[config.mk]
export PLATFORM = sky130hd
export DESIGN_NAME = calc3_port_master
export DESIGN_NICKNAME = d
export VERILOG_FILES = /design/src/rtl/calc3_pkg.sv /design/src/rtl/calc3_tag_tracker.sv /design/src/rtl/calc3_port_master.sv
export SDC_FILE = /design/constraint.sdc
export NUM_CORES = 1
export LEC_CHECK = 0
export CORE_MARGIN = 1
export CORE_UTILIZATION = 47
export CTS_CLUSTER_DIAMETER = 200
export DETAILED_ROUTE_END_ITERATION = 16
export PLACE_DENSITY_LB_ADDON = 0.08
export SYNTH_ARGS = -nofsm -noshare
export SYNTH_HDL_FRONTEND = slang
export SYNTH_HIERARCHICAL = 1
export SYNTH_SLANG_ARGS = --single-unit
[constraint.sdc]
create_clock -name clk -period 3.9 [get_ports clk]
set_clock_uncertainty 0.2 [all_clocks]
set_input_delay 0.78 -clock clk [delete_from_list [all_inputs] [get_ports clk]]
set_output_delay 0.78 -clock clk [all_outputs]
set_load 0.02 [all_outputs]
[src/rtl/calc3_pkg.sv]
// Shared types for the CALC-3 port master: command/response codes, tag
// width and the per-tag tracking state.
package calc3_pkg;

  localparam int TAG_W    = 2;
  localparam int NUM_TAGS = 4;

  typedef enum logic [3:0] {
    CMD_NOP   = 4'b0000,
    CMD_ADD   = 4'b0001,
    CMD_SUB   = 4'b0010,
    CMD_SHL   = 4'b0101,
    CMD_SHR   = 4'b0110,
    CMD_STORE = 4'b1001,
    CMD_FETCH = 4'b1010,
    CMD_BZ    = 4'b1100,
    CMD_BEQ   = 4'b1101
  } cmd_e;

  typedef enum logic [1:0] {
    RESP_NONE = 2'b00,
    RESP_OK   = 2'b01,
    RESP_ERR  = 2'b10,
    RESP_R11  = 2'b11
  } resp_e;

  typedef enum logic [1:0] {
    TAG_IDLE    = 2'b00,
    TAG_WAIT    = 2'b01,
    TAG_EXPIRED = 2'b10
  } tag_state_e;

  // Index of the lowest set bit; 0 when the vector is empty.
  function automatic logic [TAG_W-1:0] lowest_set(input logic [NUM_TAGS-1:0] v);
    logic [TAG_W-1:0] idx;
    idx = '0;
    for (int i = NUM_TAGS - 1; i >= 0; i--) begin
      if (v[i]) idx = TAG_W'(i);
    end
    return idx;
  endfunction

endpackage

[src/rtl/calc3_tag_tracker.sv]
// Lifecycle of one outstanding tag: remembers the issued command and
// times out the DUT with a terminal-count down-counter.
//
//   state       | meaning
//   ------------+-----------------------------------------------------
//   TAG_IDLE    | free, may be allocated to a new command
//   TAG_WAIT    | issued, waiting for a DUT response, timer running
//   TAG_EXPIRED | timer ran out, waiting for the arbiter to report it
module calc3_tag_tracker
  import calc3_pkg::*;
#(
  parameter int TIMEOUT_CYCLES = 64
) (
  input  logic       clk,
  input  logic       reset_n,
  input  logic       issue,
  input  logic [3:0] issue_cmd,
  input  logic       rsp_hit,
  input  logic       report,
  output tag_state_e state,
  output logic [3:0] cmd
);

  // Counter holds the cycles left after the current one; terminal count 0
  // lands on the cycle where the elapsed count equals TIMEOUT_CYCLES.
  localparam int CNT_W = $clog2(TIMEOUT_CYCLES);

  tag_state_e       state_q, state_d;
  logic [CNT_W-1:0] cnt_q, cnt_d;
  logic [3:0]       cmd_q, cmd_d;

  always_ff @(posedge clk or negedge reset_n) begin
    if (!reset_n) begin
      state_q <= TAG_IDLE;
      cnt_q   <= '0;
      cmd_q   <= '0;
    end else begin
      state_q <= state_d;
      cnt_q   <= cnt_d;
      cmd_q   <= cmd_d;
    end
  end

  always_comb begin
    state_d = state_q;
    cnt_d   = cnt_q;
    cmd_d   = cmd_q;
    unique case (state_q)
      TAG_IDLE: begin
        if (issue) begin
          state_d = TAG_WAIT;
          cnt_d   = CNT_W'(TIMEOUT_CYCLES - 1);
          cmd_d   = issue_cmd;
        end
      end
      TAG_WAIT: begin
        // A response in the terminal cycle beats the expiry.
        if (rsp_hit)             state_d = TAG_IDLE;
        else if (cnt_q == '0)    state_d = TAG_EXPIRED;
        else                     cnt_d   = cnt_q - CNT_W'(1);
      end
      TAG_EXPIRED: begin
        if (rsp_hit || report) state_d = TAG_IDLE;
      end
      default: state_d = TAG_IDLE;
    endcase
  end

  assign state = state_q;
  assign cmd   = cmd_q;

endmodule

[src/rtl/calc3_port_master.sv]
// Initiator for one CALC-3 request/response port: tag allocation, request
// issue, response matching and timeout reporting on a completion stream.
module calc3_port_master
  import calc3_pkg::*;
#(
  parameter int TIMEOUT_CYCLES = 64
) (
  input  logic             clk,
  input  logic             reset_n,
  input  logic             in_valid,
  output logic             in_ready,
  input  logic [3:0]       in_cmd,
  input  logic [3:0]       in_d1,
  input  logic [3:0]       in_d2,
  input  logic [3:0]       in_r1,
  input  logic [31:0]      in_data,
  output logic [3:0]       req_cmd,
  output logic [3:0]       req_d1,
  output logic [3:0]       req_d2,
  output logic [3:0]       req_r1,
  output logic [31:0]      req_data,
  output logic [TAG_W-1:0] req_tag,
  input  logic [1:0]       out_resp,
  input  logic [31:0]      out_data,
  input  logic [TAG_W-1:0] out_tag,
  output logic             cpl_valid,
  output logic [TAG_W-1:0] cpl_tag,
  output logic [3:0]       cpl_cmd,
  output logic [1:0]       cpl_resp,
  output logic [31:0]      cpl_data,
  output logic             cpl_timeout,
  output logic [2:0]       outstanding,
  output logic             spurious_resp
);

  tag_state_e          tag_state [NUM_TAGS];
  logic [3:0]          tag_cmd   [NUM_TAGS];
  logic [NUM_TAGS-1:0] idle_vec, exp_vec, issue_vec, rsp_hit, report_vec;
  logic [TAG_W-1:0]    alloc_tag, rpt_tag;
  logic                accept, issue_en, rsp_valid;
  logic [2:0]          busy_cnt;

  always_comb begin
    idle_vec = '0;
    exp_vec  = '0;
    busy_cnt = '0;
    for (int i = 0; i < NUM_TAGS; i++) begin
      idle_vec[i] = (tag_state[i] == TAG_IDLE);
      exp_vec[i]  = (tag_state[i] == TAG_EXPIRED);
      if (tag_state[i] != TAG_IDLE) busy_cnt = busy_cnt + 3'd1;
    end
  end

  assign in_ready    = |idle_vec;
  assign outstanding = busy_cnt;
  assign alloc_tag   = lowest_set(idle_vec);
  assign rpt_tag     = lowest_set(exp_vec);
  assign accept      = in_valid && in_ready;
  // NOP is consumed from the stream but never occupies a tag.
  assign issue_en    = accept && (in_cmd != CMD_NOP);
  assign rsp_valid   = (out_resp != RESP_NONE);

  always_comb begin
    issue_vec  = '0;
    rsp_hit    = '0;
    report_vec = '0;
    if (issue_en) issue_vec[alloc_tag] = 1'b1;
    if (rsp_valid)      rsp_hit[out_tag]    = 1'b1;
    else if (|exp_vec)  report_vec[rpt_tag] = 1'b1;
  end

  for (genvar g = 0; g < NUM_TAGS; g++) begin : g_tag
    calc3_tag_tracker #(.TIMEOUT_CYCLES(TIMEOUT_CYCLES)) u_tracker (
      .clk      (clk),
      .reset_n  (reset_n),
      .issue    (issue_vec[g]),
      .issue_cmd(in_cmd),
      .rsp_hit  (rsp_hit[g]),
      .report   (report_vec[g]),
      .state    (tag_state[g]),
      .cmd      (tag_cmd[g])
    );
  end

  always_ff @(posedge clk or negedge reset_n) begin
    if (!reset_n) begin
      req_cmd       <= '0;
      req_d1        <= '0;
      req_d2        <= '0;
      req_r1        <= '0;
      req_data      <= '0;
      req_tag       <= '0;
      cpl_valid     <= 1'b0;
      cpl_tag       <= '0;
      cpl_cmd       <= '0;
      cpl_resp      <= '0;
      cpl_data      <= '0;
      cpl_timeout   <= 1'b0;
      spurious_resp <= 1'b0;
    end else begin
      req_cmd  <= issue_en ? in_cmd    : 4'b0000;
      req_d1   <= issue_en ? in_d1     : '0;
      req_d2   <= issue_en ? in_d2     : '0;
      req_r1   <= issue_en ? in_r1     : '0;
      req_data <= issue_en ? in_data   : '0;
      req_tag  <= issue_en ? alloc_tag : '0;

      cpl_valid     <= 1'b0;
      cpl_tag       <= '0;
      cpl_cmd       <= '0;
      cpl_resp      <= RESP_NONE;
      cpl_data      <= '0;
      cpl_timeout   <= 1'b0;
      spurious_resp <= 1'b0;
      // DUT responses take the completion slot; expiries wait for a quiet cycle.
      if (rsp_valid) begin
        if (idle_vec[out_tag]) begin
          spurious_resp <= 1'b1;
        end else begin
          cpl_valid <= 1'b1;
          cpl_tag   <= out_tag;
          cpl_cmd   <= tag_cmd[out_tag];
          cpl_resp  <= out_resp;
          cpl_data  <= out_data;
        end
      end else if (|exp_vec) begin
        cpl_valid   <= 1'b1;
        cpl_tag     <= rpt_tag;
        cpl_cmd     <= tag_cmd[rpt_tag];
        cpl_timeout <= 1'b1;
      end
    end
  end

endmodule

==> impl_metrics.csv <==
group,metric,value,unit
route,dr.pass1.iters,4,
sta,worst_pin_slew,1.12,ns
floorplanning,core_area,0.0126,mm2
logic_synthesis,ys_types,51,
placed_design,pre_cts_ws,0.373,ns
sta,rsz0062_at_grt,"no",
clock_network,cts_buffer_depth,2,
clock_network,postCtsSetupBuffers,0,
floorplanning,dieArea,0.0133,mm2
logic_synthesis,yosys.area.top_type,"dfrtp_1",
placed_design,dpl-instance-area,0.00807,mm2
power,max-vdd-ir-drop,0.405,mV
floorplanning,die_h,115,um
route,drc_errors,0,
logic_synthesis,synth_flop_cell,"dfrtp_1",
sta,fmax,0.284,GHz
status,outcome,"completed",
clock_network,numCtsBuffers,17,
global_routing,grt_pass1_vias,4543,
setup_path,critical_path.reg2reg.endpoint,"g_tag[0].u_tracker/cmd[1]",
sta,post-route-period-util,0.902,
setup_path,crit_chain,"or2_1 -> ha_1 -> xnor2_2 -> xnor2_1 -> clkdlybuf4s50_1",
sta,fin_ws,0.383,ns
global_routing,grt_pass1_wl,23300,um
final_layout,final_area,0.00876,mm2
sta,setup_viol,0,
placed_design,io_buffers,183,
sta,hold_viol,0,
final_layout,post-route-util,0.697,
final_layout,drive_gt1_frac,0.105,
setup_path,path_buf_inv,1,
setup_path,r2r_setup_slack,0.74,ns
floorplanning,pin_count,184,
setup_path,required,2.92,ns
logic_synthesis,ys.warnings.count,6,
global_routing,track_usage,0.233,
setup_path,slowest_delay,0.62,ns
hold_path,holdCritPathClass,"primary input to async pin",
logic_synthesis,synth_top_area_share,0.584,
logic_synthesis,syn_nets,608,
setup_path,endpoint_kind,"primary output",
logic_synthesis,synthTopCellsByCount,"dfrtp_1, and2_1, nor2_1, and3_1, inv_1",
setup_path,worst_r2r_startpoint,"g_tag[0].u_tracker/state[1]",
sta,slew_headroom,0.257,
logic_synthesis,ys_seq_area_frac,0.584,
route,antenna_left,0,
logic_synthesis,yosysMostFrequentCell,"dfrtp_1",
setup_path,rr_worst_depth,7,
setup_path,arrival,2.54,ns
final_layout,layout.nets,798,
logic_synthesis,syn_inst,509,
clock_network,h-tree-depth,4,
logic_synthesis,yosys_register_bits,141,
logic_synthesis,syn_avg_cell_area,11.9,um2
global_routing,antenna_found_initial,1,
route,viasPerCell,5.17,
logic_synthesis,synth_area_leaders,"dfrtp_1, and2_1, and3_1",
placed_design,place.gp.congestion,0.844,
logic_synthesis,async_flop_share,1.00,
clock_network,cts_tree,"yes",
placed_design,hpwlAfterDp,10600,um
route,routedWlPerCell,16.5,um
route,dr.first_iter.drc_count,279,
floorplanning,rows,41,
clock_network,root_buffer,"clkbuf_16",
clock_network,cts.sinks,141,
power,p_leak,0.00399,uW
setup_path,crit_type,"flop to primary output",
clock_network,cts.clk_slew.worst_paths,0.06,ns
floorplanning,initial_core_util,0.481,
logic_synthesis,syn_area,0.00604,mm2
setup_path,cp_top_family,"buffers and inverters",
setup_path,worstPathMaxFanout,8,
setup_path,critPathLaunchType,"flop",
global_routing,grt_start_max_net_pins,125,
global_routing,overflow,0,
sta,fin_setup_tns,0,ns
flow_run,cap_violations,0,
final_layout,diodes,0,
final_layout,area.growth.synth_to_final,44.9,%
sta,layout_min_cycle_time,3.52,ns
setup_path,cp_slowest_cell,"clkdlybuf4s50_1",
route,wl,14600,um
floorplanning,die_w,115,um
route,vias,4569,
logic_synthesis,synth-edff-count,0,
power,power_density,649,mW/mm2
sta,slew_viol_final,0,
clock_network,clk_latency,0.42,ns
==> cell usage in the layout, fill, tap and decap left out, types with 4 or more instances in the layout <==
master / synthesis / routed
bufinv_16: 0 / 6
buf_4: 0 / 9
nand3b_1: 4 / 4
clkbuf_16: 0 / 17
o31ai_1: 5 / 5
and3_1: 38 / 38
nand4_1: 4 / 4
dfrtp_1: 141 / 141
mux4_2: 5 / 5
o21ai_0: 10 / 10
a221oi_1: 4 / 4
mux2i_1: 12 / 12
nand2_1: 12 / 12
a22oi_1: 9 / 9
and2_1: 49 / 49
clkinvlp_4: 0 / 4
inv_1: 19 / 19
nor3b_1: 11 / 11
nor3_1: 15 / 15
nand3_1: 7 / 7
a211oi_1: 7 / 6
ha_1: 12 / 12
nand2b_1: 11 / 11
clkdlybuf4s50_1: 0 / 180
nor2_1: 39 / 39
nor2b_1: 6 / 6
mux2_2: 14 / 14
a21oi_1: 8 / 8
==> per-stage QoR <==
step	total power, uW	instances	hold WS, ns
after floorplan	3180	509	0.277
after global placement	3810	852	0.314
after detailed placement	3870	852	0.316
after CTS	5740	884	0.329
after global routing	6000	884	0.354
final	5690	884	0.323
==> routing by layer <==
metal,vias up,GRT usage,share of wire
li1,2159,-,-
met2,153,0.380,0.48
met4,2,0.0805,0.014
met1,2236,0.296,0.42
met3,19,0.0691,0.082
met5,-,0,0.0010
==> worst register-to-register path, delay by kind of cell, from the launching register on <==
kind                       cells  cell delay, ns
AOI/OAI and AO/OA              1            0.27
adders and majority gates      1            0.32
buffers and inverters          1            0.27
DFF                            1            0.45
muxes                          1            0.34
and+or+nand+nor                3            1.19
==> power breakdown <==
group	internal, uW	switching [uW]
Combinational	892	878
Clock	1220	610
Sequential	1800	284
==> worst max-delay path by stage <==
stage | from | end | slack [ns] | cells past startpoint
floorplan | g_tag[0].u_tracker/state[1] | outstanding[2] | 1.01 | 7
global placement | in_cmd[3] | g_tag[0].u_tracker/cmd[0] | 0.39 | 7
detailed placement | in_cmd[3] | g_tag[0].u_tracker/cmd[2] | 0.37 | 7
CTS | g_tag[0].u_tracker/state[1] | outstanding[1] | 0.03 | 6
global route | g_tag[0].u_tracker/state[1] | outstanding[0] | 0.23 | 5
finish | g_tag[0].u_tracker/state[1] | outstanding[0] | 0.38 | 5
==> repair_timing <==
item | in CTS | in global routing
endpoints found under the hold margin | 0 | 0
gates cloned | 0 | 0
gates resized for setup | 1 | 2
pin swaps | 0 | 0
setup endpoints to repair | 1 | 2
hold buffers | 0 | 0
==> cell type report <==
cell class,instances,area [um2]
multi-input cells,328,2360
inverters,19,71.3
fillers,930,3810
clock buffers,19,443
clock inverters,13,236
well taps,172,215
repair buffers,192,1910
flip-flops and latches,141,3530
==> flip-flops by register name, summed over array words and instances (netlist names), 2 cells and up <==
name                   cells
g_tag.u_tracker/state      8
req_tag                    2
req_cmd                    4
cpl_cmd                    4
cpl_resp                   2
g_tag.u_tracker/cmd       16
cpl_data                  32
req_d1                     4
cpl_tag                    2
req_r1                     4
g_tag.u_tracker/cnt_q     24
req_data                  32
req_d2                     4
==> cells by family after synthesis <==
logic type	share of synthesized area
AOI/OAI and AO/OA	0.0743
xor gates and xnor gates	0.00725
adders and majority gates	0.0248
buffers and inverters	0.0292
DFF	0.584
muxes	0.0702
and+or+nand+nor	0.211
Note: power is estimated with default switching activity, not from simulation.
